## config.mk

```make
export PLATFORM = sky130hd
export DESIGN_NAME = decision_multi
export DESIGN_NICKNAME = d
export VERILOG_FILES = /design/src/rtl/decision_multi.sv
export SDC_FILE = /design/constraint.sdc
export NUM_CORES = 1
export LEC_CHECK = 0
export BUFFER_PORTS_ARGS = -buffer_cell sky130_fd_sc_hd__buf_2
export CORE_ASPECT_RATIO = 1.2
export CORE_MARGIN = 2
export CORE_UTILIZATION = 40
export CTS_CLUSTER_DIAMETER = 50
export DETAILED_ROUTE_END_ITERATION = 6
export SLEW_MARGIN = 20
export SYNTH_ARGS = -nofsm -noshare
export SYNTH_HDL_FRONTEND = slang
export SYNTH_SLANG_ARGS = --single-unit
```

## constraint.sdc

```tcl
create_clock -name sys_clk -period 10.6 [get_ports sys_clk]
set_input_delay 1.59 -clock sys_clk [delete_from_list [all_inputs] [get_ports sys_clk]]
set_output_delay 1.59 -clock sys_clk [all_outputs]
set_load 0.03 [all_outputs]
```

## src/rtl/decision_multi.sv

```systemverilog
// decision_multi: tags ingress frames, gathers delayed per-channel verdicts
// and forwards or drops each egress frame by vote. Stats: DECISION_STATS_EN.
package decision_pkg;
  typedef struct packed {
    logic [31:0] data;
    logic [1:0]  empty;
    logic        sop;
    logic        eop;
    logic        valid;
  } avln_st;
endpackage

module decision_multi
  import decision_pkg::*;
#(
  parameter int N_CH        = 4,
  parameter int DEPTH       = 16,
  parameter int FOUND_DELAY = 4,
  parameter int TIMEOUT     = 1024,
  localparam int TAG_W      = $clog2(DEPTH) + 1,
  localparam int CNT_W      = $clog2(N_CH + 1)
) (
  input  logic             sys_clk,
  input  logic             reset_n,
  input  avln_st           in,
  input  logic [N_CH-1:0]  start,
  input  logic [N_CH-1:0]  valid,
  input  logic [N_CH-1:0]  found,
  input  logic [1:0]       mode,
  input  logic [CNT_W-1:0] threshold,
  input  avln_st           fifo_out,
  output logic             fifo_rd,
  output avln_st           out,
  output logic             drop,
  output logic             overflow,
  output logic             proto_err,
  output logic [31:0]      n_pass,
  output logic [31:0]      n_drop,
  output logic [31:0]      n_tmo
);

  localparam int IDX_W = $clog2(DEPTH);
  localparam int TMR_W = $clog2(TIMEOUT + 1);
  localparam logic [TAG_W-1:0] DEPTH_T = TAG_W'(DEPTH);

  typedef enum logic [1:0] {S_IDLE, S_WAIT, S_STREAM} state_t;

  state_t           state;
  logic [TMR_W-1:0] timer;
  logic [TAG_W-1:0] wtag;
  logic [TAG_W-1:0] rtag;
  logic [TAG_W-1:0] inflight;
  logic [TAG_W-1:0] stag [N_CH];
  logic             pv   [N_CH][FOUND_DELAY];
  logic [TAG_W-1:0] pt   [N_CH][FOUND_DELAY];
  logic [N_CH-1:0]  tdone  [DEPTH];
  logic [N_CH-1:0]  tfound [DEPTH];
  logic [IDX_W-1:0] widx;
  logic [IDX_W-1:0] ridx;
  logic             isop;
  logic             ready;
  logic [CNT_W-1:0] cnt;
  logic             vote;
  logic             dec;
  logic             tmo_hit;
  logic             sop_pop;
  logic             bad_pop;
  logic             str_pop;
  logic             pop;
  logic             unused_in;
  logic [N_CH-1:0]  unused_msb;

  assign isop     = in.valid & in.sop;
  assign inflight = wtag - rtag;
  assign widx     = wtag[IDX_W-1:0];
  assign ridx     = rtag[IDX_W-1:0];
  assign ready    = &tdone[ridx];
  assign fifo_rd  = pop & reset_n;
  assign unused_in = ^{in.data, in.empty, in.eop};

  // Ingress tag allocation, per-channel start latch and verdict delay pipes.
  always_ff @(posedge sys_clk or negedge reset_n) begin
    if (!reset_n) begin
      wtag     <= '0;
      overflow <= 1'b0;
      for (int c = 0; c < N_CH; c++) begin
        stag[c] <= '0;
        for (int s = 0; s < FOUND_DELAY; s++) begin
          pv[c][s] <= 1'b0;
          pt[c][s] <= '0;
        end
      end
    end else begin
      if (isop) begin
        wtag <= wtag + TAG_W'(1);
        if (inflight == DEPTH_T) overflow <= 1'b1;
      end
      for (int c = 0; c < N_CH; c++) begin
        if (start[c]) stag[c] <= wtag;
        pv[c][0] <= valid[c];
        pt[c][0] <= stag[c];
        for (int s = 1; s < FOUND_DELAY; s++) begin
          pv[c][s] <= pv[c][s-1];
          pt[c][s] <= pt[c][s-1];
        end
      end
    end
  end

  // Verdict table: an allocating clear beats a same-cycle verdict write.
  always_ff @(posedge sys_clk or negedge reset_n) begin
    if (!reset_n) begin
      for (int e = 0; e < DEPTH; e++) begin
        tdone[e]  <= '0;
        tfound[e] <= '0;
      end
    end else begin
      for (int e = 0; e < DEPTH; e++) begin
        for (int c = 0; c < N_CH; c++) begin
          if (isop && widx == IDX_W'(e)) begin
            tdone[e][c]  <= 1'b0;
            tfound[e][c] <= 1'b0;
          end else if (pv[c][FOUND_DELAY-1] &&
                       pt[c][FOUND_DELAY-1][IDX_W-1:0] == IDX_W'(e)) begin
            tdone[e][c]  <= 1'b1;
            tfound[e][c] <= found[c];
          end
        end
      end
    end
  end

  // Vote on the head entry and decide which head words to pop.
  always_comb begin
    cnt = '0;
    for (int c = 0; c < N_CH; c++) begin
      cnt = cnt + CNT_W'(tfound[ridx][c]);
      unused_msb[c] = pt[c][FOUND_DELAY-1][TAG_W-1];
    end
    vote = 1'b0;
    unique case (mode)
      2'd1:    vote = (cnt != '0);
      2'd2:    vote = (cnt >= threshold);
      2'd3:    vote = (cnt == CNT_W'(N_CH));
      default: vote = 1'b0;
    endcase
    tmo_hit = (state == S_WAIT) && !ready &&
              (timer == TMR_W'(TIMEOUT - 1));
    dec     = tmo_hit ? 1'b0 : vote;
    sop_pop = 1'b0;
    bad_pop = 1'b0;
    str_pop = 1'b0;
    unique case (state)
      S_IDLE: begin
        sop_pop = fifo_out.valid & fifo_out.sop & ready;
        bad_pop = fifo_out.valid & ~fifo_out.sop;
      end
      S_WAIT:   sop_pop = fifo_out.valid & (ready | tmo_hit);
      S_STREAM: str_pop = fifo_out.valid;
      default:  ;
    endcase
    pop = sop_pop | bad_pop | str_pop;
  end

  // Egress FSM with registered output word and frame drop flag.
  always_ff @(posedge sys_clk or negedge reset_n) begin
    if (!reset_n) begin
      state     <= S_IDLE;
      timer     <= '0;
      rtag      <= '0;
      drop      <= 1'b0;
      proto_err <= 1'b0;
      out       <= '0;
    end else begin
      out.valid <= 1'b0;
      if (pop) begin
        out.data  <= fifo_out.data;
        out.empty <= fifo_out.empty;
        out.sop   <= fifo_out.sop;
        out.eop   <= fifo_out.eop;
      end
      if (sop_pop) begin
        rtag      <= rtag + TAG_W'(1);
        drop      <= dec;
        out.valid <= ~dec;
        state     <= fifo_out.eop ? S_IDLE : S_STREAM;
      end else begin
        unique case (state)
          S_IDLE: begin
            if (bad_pop) begin
              proto_err <= 1'b1;
            end else if (fifo_out.valid && fifo_out.sop) begin
              state <= S_WAIT;
              timer <= '0;
            end
          end
          S_WAIT: timer <= timer + TMR_W'(1);
          S_STREAM: begin
            if (str_pop) begin
              out.valid <= ~drop;
              if (fifo_out.eop) state <= S_IDLE;
            end
          end
          default: state <= S_IDLE;
        endcase
      end
    end
  end

`ifdef DECISION_STATS_EN
  // Frame statistics, wrapping at 2^32.
  always_ff @(posedge sys_clk or negedge reset_n) begin
    if (!reset_n) begin
      n_pass <= '0;
      n_drop <= '0;
      n_tmo  <= '0;
    end else if (sop_pop) begin
      if (dec) n_drop <= n_drop + 32'd1;
      else     n_pass <= n_pass + 32'd1;
      if (tmo_hit) n_tmo <= n_tmo + 32'd1;
    end
  end
`else
  assign n_pass = '0;
  assign n_drop = '0;
  assign n_tmo  = '0;
`endif

endmodule

```

==> reports/metrics.csv, run 1 <==
stage;metric;value;unit
run_status;status;finished clean;
global_routing;initial antenna violation count;1;
sta;Final WS setup;5.59;ns
sta;Slew @ Worst Pin;0.835;ns
sta;crit path time final;5.01;ns
synth;Synth Register Bits;287;
pwr;Pwr Total;4.62;mW
routing;routed vias/inst;4.99;
sta;FMAX;0.200;GHz
cts;Hold Buf Count CTS;0;
pwr;Pint;2.93;mW
sta;setup violators final;0;
synth;Seq/Total Area, Yosys;0.583;
pwr;switching part of the total power;0.366;
synth;Post-Syn Instances;1108;
cts;post_cts resized;0;
sta;Final period util;0.473;
cts;Max Root-Sink Buffers;3;
placement;Port Buffer Count;98;
die;Core Area;30400;sq um
setup_path;CP Class;reg -> out;
cts;Clock Latency Late Sink;0.56;ns
routing;TritonRoute pass-1 iters;5;
global_routing;number of global-route vias before repair;8041;
routing;# DRC;0;
placement;area post-placement;12800;sq um
layout;P&R area growth vs syn;12.6;%
die;die area;32200;sq um
sta;Slew headroom;0.442;
cts;Clock H-tree levels;1;
sta;Final Max Slew Viols;0;
pwr;switching power;1.69;mW
global_routing;total global-route track usage;0.170;
die;Initial Utilization;0.405;
synth;Post-Syn Area per Cell;11.1;sq um
die;site row count;70;
cts;CTS buffer count;30;
placement;worst slack at placement;6.16;ns
layout;Final Net Count;1314;
die;die height;196;um
pwr;Leak;6.10;nW
routing;DRT iter0 DRCs;423;
pwr;maximum vdd ir drop;0.000123;V
run;Max Cap Viol;0;
synth;Synth Cell Area;12300;sq um
layout;Final Instance Area;13900;sq um
placement;DP Wirelength;19500;um
sta;Setup Skew;0.0187;ns
pwr;Flop pwr share;0.410;
setup_path;CP Max Fanout;20;
worst_hold_path;Hold Crit Class;reg -> reg;
cts;clock sink total;287;
setup_path;Startpoint Class;flip-flop;
routing;Vias;8097;
setup_path;CP required;9.01;ns
routing;Avg WL per Cell;16.8;um
layout;layout cells sized above 1;0.195;
layout;Non-Filler Instances;1624;
die;Die X;164;um
placement;routability cong.;0.894;
cts;Root Driver;clkbuf_16;
setup_path;Crit. End Element;output pin;
sta;RSZ-0062 raised after global routing;false;
pwr;combinational cell fraction of total power;0.352;
pwr;Clk pwr share;0.238;
sta;final hold viol count;0;
synth;Netlist cell types;58;
global_routing;GR Overflow Total;0;
sta;setup TNS;0;ns
synth;Ys Warns;0;
global_routing;largest net degree at the start of global routing;66;
pwr;Cell Pwr Density;333;nW/um^2
die;I/O pin cnt;230;
cts;clk slew on worst S/H paths;0.06;ns
placement;Cells after DPL;1569;
synth;number of synthesized flops with an enable pin;0;
synth;Async SR Flop Fraction;1.00;
cts;postcts setup bufs;0;
cts;CTS tree;done;
setup_path;Worst Path Arrival;3.42;ns
routing;final wirelength;27200;um
routing;ANT nets after route;0;
synth;main flop type after synthesis;dfrtp_1;
global_routing;first-pass GRT wire length;42600;um
power by group through the flow:
| stage | combinational [mW] | sequential (mW) | clock (mW) |
|---|---|---|---|
| 6_report | 1.63 | 1.90 | 1.10 |
| 5_1_grt | 1.81 | 1.95 | 1.17 |
| 4_1_cts | 1.64 | 1.90 | 1.12 |
| 3_5_place_dp | 1.64 | 1.92 | 0 |
| 3_3_place_gp | 1.59 | 1.90 | 0 |
| 2_1_floorplan | 1.15 | 1.94 | 0 |
stage by stage:
step / util / hold WS [ns]
6_report: 0.456 / 0.345
5_1_grt: 0.456 / 0.348
4_1_cts: 0.456 / 0.347
3_5_place_dp: 0.422 / 0.335
3_3_place_gp: 0.422 / 0.332
2_1_floorplan: - / 0.331
worst max-delay path: stages, from the launching register on:
cell       delay, ns
dfrtp_1         0.54
buf_4           0.33
or2b_1          0.29
nor4_1          0.07
or4_1           0.54
o211ai_2        0.36
nand2_1         0.19
o2bb2ai_1       0.15
and3_1          0.19
buf_2           0.17
cell families after synthesis:
family,synth area share
buffers and inverters,0.0779
other,0.000304
and+or+nand+nor,0.148
adders and majority gates,0.0169
muxes,0.0957
AOI/OAI and AO/OA,0.0702
xor gates and xnor gates,0.00772
DFF,0.583
area by class of cell:
type,instances,area (sq um)
repair buffers,105,553
diodes,1,2.50
multi-input cells,767,4530
clock buffers,41,863
clock inverters,13,186
fillers,2799,16500
well taps,396,495
inverters,14,52.6
flip-flops and latches,287,7180
layout by cell type, fill, tap and decap left out, drive strengths merged, types with 4 or more instances in the layout:
| cell | synthesis | final |
|---|---|---|
| nand2b | 15 | 15 |
| nor2 | 201 | 201 |
| dfrtp | 287 | 287 |
| nand3b | 4 | 4 |
| a21oi | 71 | 71 |
| and2 | 20 | 20 |
| and3 | 5 | 5 |
| ha | 15 | 15 |
| nand2 | 84 | 84 |
| xnor2 | 8 | 8 |
| or3 | 8 | 8 |
| mux2i | 12 | 12 |
| clkbuf | 28 | 41 |
| inv | 14 | 16 |
| nand3 | 14 | 14 |
| or4 | 7 | 7 |
| mux2 | 52 | 52 |
| nor2b | 7 | 7 |
| nand4 | 16 | 16 |
| nor3 | 13 | 13 |
| buf | 107 | 105 |
| o21ai | 59 | 59 |
| bufinv | 0 | 4 |
| mux4 | 21 | 21 |
| clkinv | 0 | 6 |
| o31ai | 5 | 5 |
| conb | 1 | 96 |
per-layer routing:
metal | wire (um) | track usage | vias to the layer above
met4 | 966 | 0.0734 | 0
li1 | - | - | 3743
met2 | 14000 | 0.295 | 256
met5 | 0 | 0 | -
met3 | 1330 | 0.0203 | 60
met1 | 10900 | 0.212 | 4038
sequential cells by signal, indices dropped and copies added (netlist names):
signal     flops
overflow       1
out           37
rtag           5
stag          16
wtag           5
tdone         64
state          2
pv            16
timer         11
pt            64
proto_err      1
tfound        64
drop           1
Yosys cell counts (all sizes together), types with 2 or more instances:
cell type,instances,share of area
xnor2,8,0.0063
or3b,3,0.0021
a21o,2,0.0012
nand4,16,0.0081
nand2b,15,0.0076
o211ai,2,0.0016
or3,8,0.0041
o2bb2ai,3,0.0026
and3,5,0.0025
inv,14,0.0043
clkbuf,28,0.0085
nor3b,3,0.0018
xor2,2,0.0014
o31ai,5,0.0030
ha,15,0.015
nand3b,4,0.0024
mux4,21,0.038
or4,7,0.0049
o21ai,59,0.024
nor2b,7,0.0036
mux2i,12,0.0098
mux2,52,0.048
a21oi,71,0.029
o21a,2,0.0012
nand2,84,0.026
a21boi,2,0.0012
nor3,13,0.0053
dfrtp,287,0.58
and2,20,0.010
nor2,201,0.061
buf,107,0.065
nor4,2,0.0010
nand3,14,0.0057
path summary, 6_finish.rpt:
path	slack [ns]	cells past startpoint	from	end
min reg2reg	0.34	0	pt[27]	pt[22]
max in group asynchronous	7.84	3	reset_n	tfound[28]
min	0.34	0	pt[27]	pt[22]
min in group asynchronous	0.94	1	reset_n	wtag[1]
max reg2reg	6.20	12	rtag[0]	out[0]
max	5.59	9	rtag[0]	fifo_rd
No activity file was read; power rests on OpenSTA's default activity.
==> run 2, diff against run 1 <==
Clock period 10.6 ns to 4.8 ns, I/O delays scaled along.
==> run 2 against run 1 <==
Compared with the run above: clock-buffer cell count shrank 4; non-clock buffer count up 1; sequential power up 120%; cell count increased by 0.31%; design area is 0.28% higher; sequential cell count did not move; combinational power rose by 120%; total power increased by 120%; worst hold slack lost 0.24 ns.
==> reports/metrics.csv, run 2 (synthesis results as in run 1) <==
stage;metric;value;unit;change
run_status;status;finished clean;;unchanged
pwr;maximum vdd ir drop;0.000379;V;was 0.000123 V
layout;Regs by FF count;pt x64, tdone x64, tfound x64;;unchanged
die;Die X;164;um;unchanged
layout;Final Net Count;1316;;was 1,314
die;I/O pin cnt;230;;unchanged
sta;Final Max Slew Viols;0;;unchanged
placement;Port Buffer Count;98;;unchanged
setup_path;worst path cell trace;buf_4 -> or2b_1 -> nor4_1 -> or4_1 -> o211ai_2 -> nand2_1 -> o2bb2ai_1 -> and3_1 -> buf_2;;unchanged
routing;Avg WL per Cell;16.8;um;about the same
layout;most common cell after layout, fill and taps aside;dfrtp_1;;unchanged
global_routing;first-pass GRT wire length;43100;um;was 42,600 um
sta;RSZ-0062 raised after global routing;false;;unchanged
cts;Clock H-tree levels;1;;unchanged
cts;post_cts resized;0;;unchanged
setup_path;Slowest-stage cell, CP;dfrtp_1;;unchanged
routing;TritonRoute pass-1 iters;5;;unchanged
routing;Vias;8175;;was 8,097
cts;postcts setup bufs;0;;unchanged
sta;Slew headroom;0.411;;was 0.442
routing;routed vias/inst;5.02;;was 4.99
global_routing;total global-route track usage;0.170;;about the same
routing;DRT iter0 DRCs;486;;was 423
cts;Root Driver;clkbuf_16;;unchanged
setup_path;CP Class;reg -> out;;unchanged
placement;DP Wirelength;19500;um;about the same
sta;setup TNS;0;ns;unchanged
setup_path;CP required;4.08;ns;was 9.01 ns
setup_path;CP Max Fanout;14;;was 20
sta;Final period util;0.904;;
global_routing;largest net degree at the start of global routing;172;;was 66
cts;CTS buffer count;31;;was 30
pwr;Cell Pwr Density;737;nW/um^2;was 333 nW/um^2
setup_path;max incr delay on CP;0.90;ns;was 0.54 ns
layout;P&R area growth vs syn;12.9;%;was 12.6%
placement;routability cong.;0.887;;was 0.894
sta;FMAX;0.230;GHz;
sta;Slew @ Worst Pin;0.884;ns;was 0.835 ns
setup_path;RR Endpoint;out[0];;unchanged
cts;clock sink total;287;;unchanged
layout;Final Util;0.458;;was 0.456
layout;commonest cells after routing, fill and taps aside;dfrtp_1 (287), nor2_1 (201), buf_2 (97), conb_1 (96), nand2_1 (84);;unchanged
routing;# DRC;0;;unchanged
die;Core Area;30400;sq um;unchanged
cts;clk slew on worst S/H paths;0.06;ns;about the same
setup_path;R2R Path Start;rtag[1];;was rtag[0]
sta;setup violators final;0;;unchanged
global_routing;initial antenna violation count;1;;unchanged
global_routing;GR Overflow Total;0;;unchanged
worst_hold_path;Hold Crit Class;in -> async;;was reg -> reg
layout;layout cells sized above 1;0.200;;was 0.195
pwr;Leak;6.11;nW;was 6.10 nW
cts;Clock Latency Late Sink;0.57;ns;was 0.56 ns
setup_path;flop-to-flop setup slack;0.74;ns;was 6.20 ns
routing;final wirelength;27400;um;was 27,200 um
global_routing;number of global-route vias before repair;7933;;was 8,041
setup_path;Worst Path Arrival;3.62;ns;was 3.42 ns
setup_path;r2r worst-path depth;12;;unchanged
die;die height;196;um;unchanged
setup_path;Crit. End Element;output pin;;unchanged
sta;Setup Skew;0.0232;ns;was 0.0187 ns
cts;CTS tree;done;;unchanged
die;die area;32200;sq um;unchanged
sta;final hold viol count;0;;unchanged
routing;ANT nets after route;0;;unchanged
sta;crit path time final;4.34;ns;
die;Initial Utilization;0.405;;unchanged
cts;Max Root-Sink Buffers;3;;unchanged
die;site row count;70;;unchanged
run;Max Cap Viol;0;;unchanged
cts;Hold Buf Count CTS;0;;unchanged
setup_path;Startpoint Class;flip-flop;;unchanged
[run 2: cell count changes in the layout (fill, tap and decap cells not counted), sizes merged]
cell,change
buf,+1
bufinv,-1
clkbuf,-4
clkinv,-1
clkinvlp,+5
inv,+5
[run 2: per-layer routing]
layer  vias up  GRT usage  wire [um]
met2       272      0.292      14100
met1      4083      0.218      10900
met4         0     0.0702        934
met5         -          0          0
met3        53     0.0211       1450
li1       3767          -          -
[run 2: per-stage QoR]
step,instances,power [mW],area [sq um],hold WS [ns],setup slack [ns]
global placement,1570,7.73,12800,0.331,0.810
global route,1629,10.9,13900,0.135,0.334
CTS,1628,10.3,13900,0.122,0.460
detailed placement,1570,7.85,12800,0.335,0.796
floorplan,1203,6.81,12700,0.331,0.795
finish,1629,10.3,13900,0.108,0.461
[run 2: layout make-up]
| type | count | area (sq um) |
|---|---|---|
| fillers | 2827 | 16500 |
| flip-flops and latches | 287 | 7180 |
| multi-input cells | 767 | 4530 |
| clock buffers | 37 | 838 |
| repair buffers | 106 | 573 |
| well taps | 396 | 495 |
| clock inverters | 21 | 230 |
| inverters | 14 | 52.6 |
| diodes | 1 | 2.50 |
[run 2: power breakdown]
group / internal, mW / switching, mW / total (mW) / leakage, nW
logic: 1.52 / 2.08 / 3.60 / 2.25
registers: 3.49 / 0.709 / 4.20 / 3.35
clock network: 1.43 / 1.02 / 2.45 / 0.511
[run 2: worst max-delay path: cells and delay by family (launching register included)]
| kind | cells | cell delay [ns] |
|---|---|---|
| DFF | 1 | 0.90 |
| buffers and inverters | 2 | 0.46 |
| AOI/OAI and AO/OA | 2 | 0.53 |
| and+or+nand+nor | 5 | 1.17 |
[run 2: worst max path at each step]
| stage | to | slack, ns | cells past startpoint | from |
|---|---|---|---|---|
| 2_1_floorplan | out[0] | 0.80 | 13 | rtag[0] |
| 5_1_grt | fifo_rd | 0.33 | 9 | rtag[1] |
| 3_3_place_gp | out[0] | 0.81 | 12 | rtag[1] |
| 4_1_cts | fifo_rd | 0.46 | 9 | rtag[1] |
| 3_5_place_dp | out[0] | 0.80 | 12 | rtag[1] |
| 6_report | fifo_rd | 0.46 | 9 | rtag[1] |
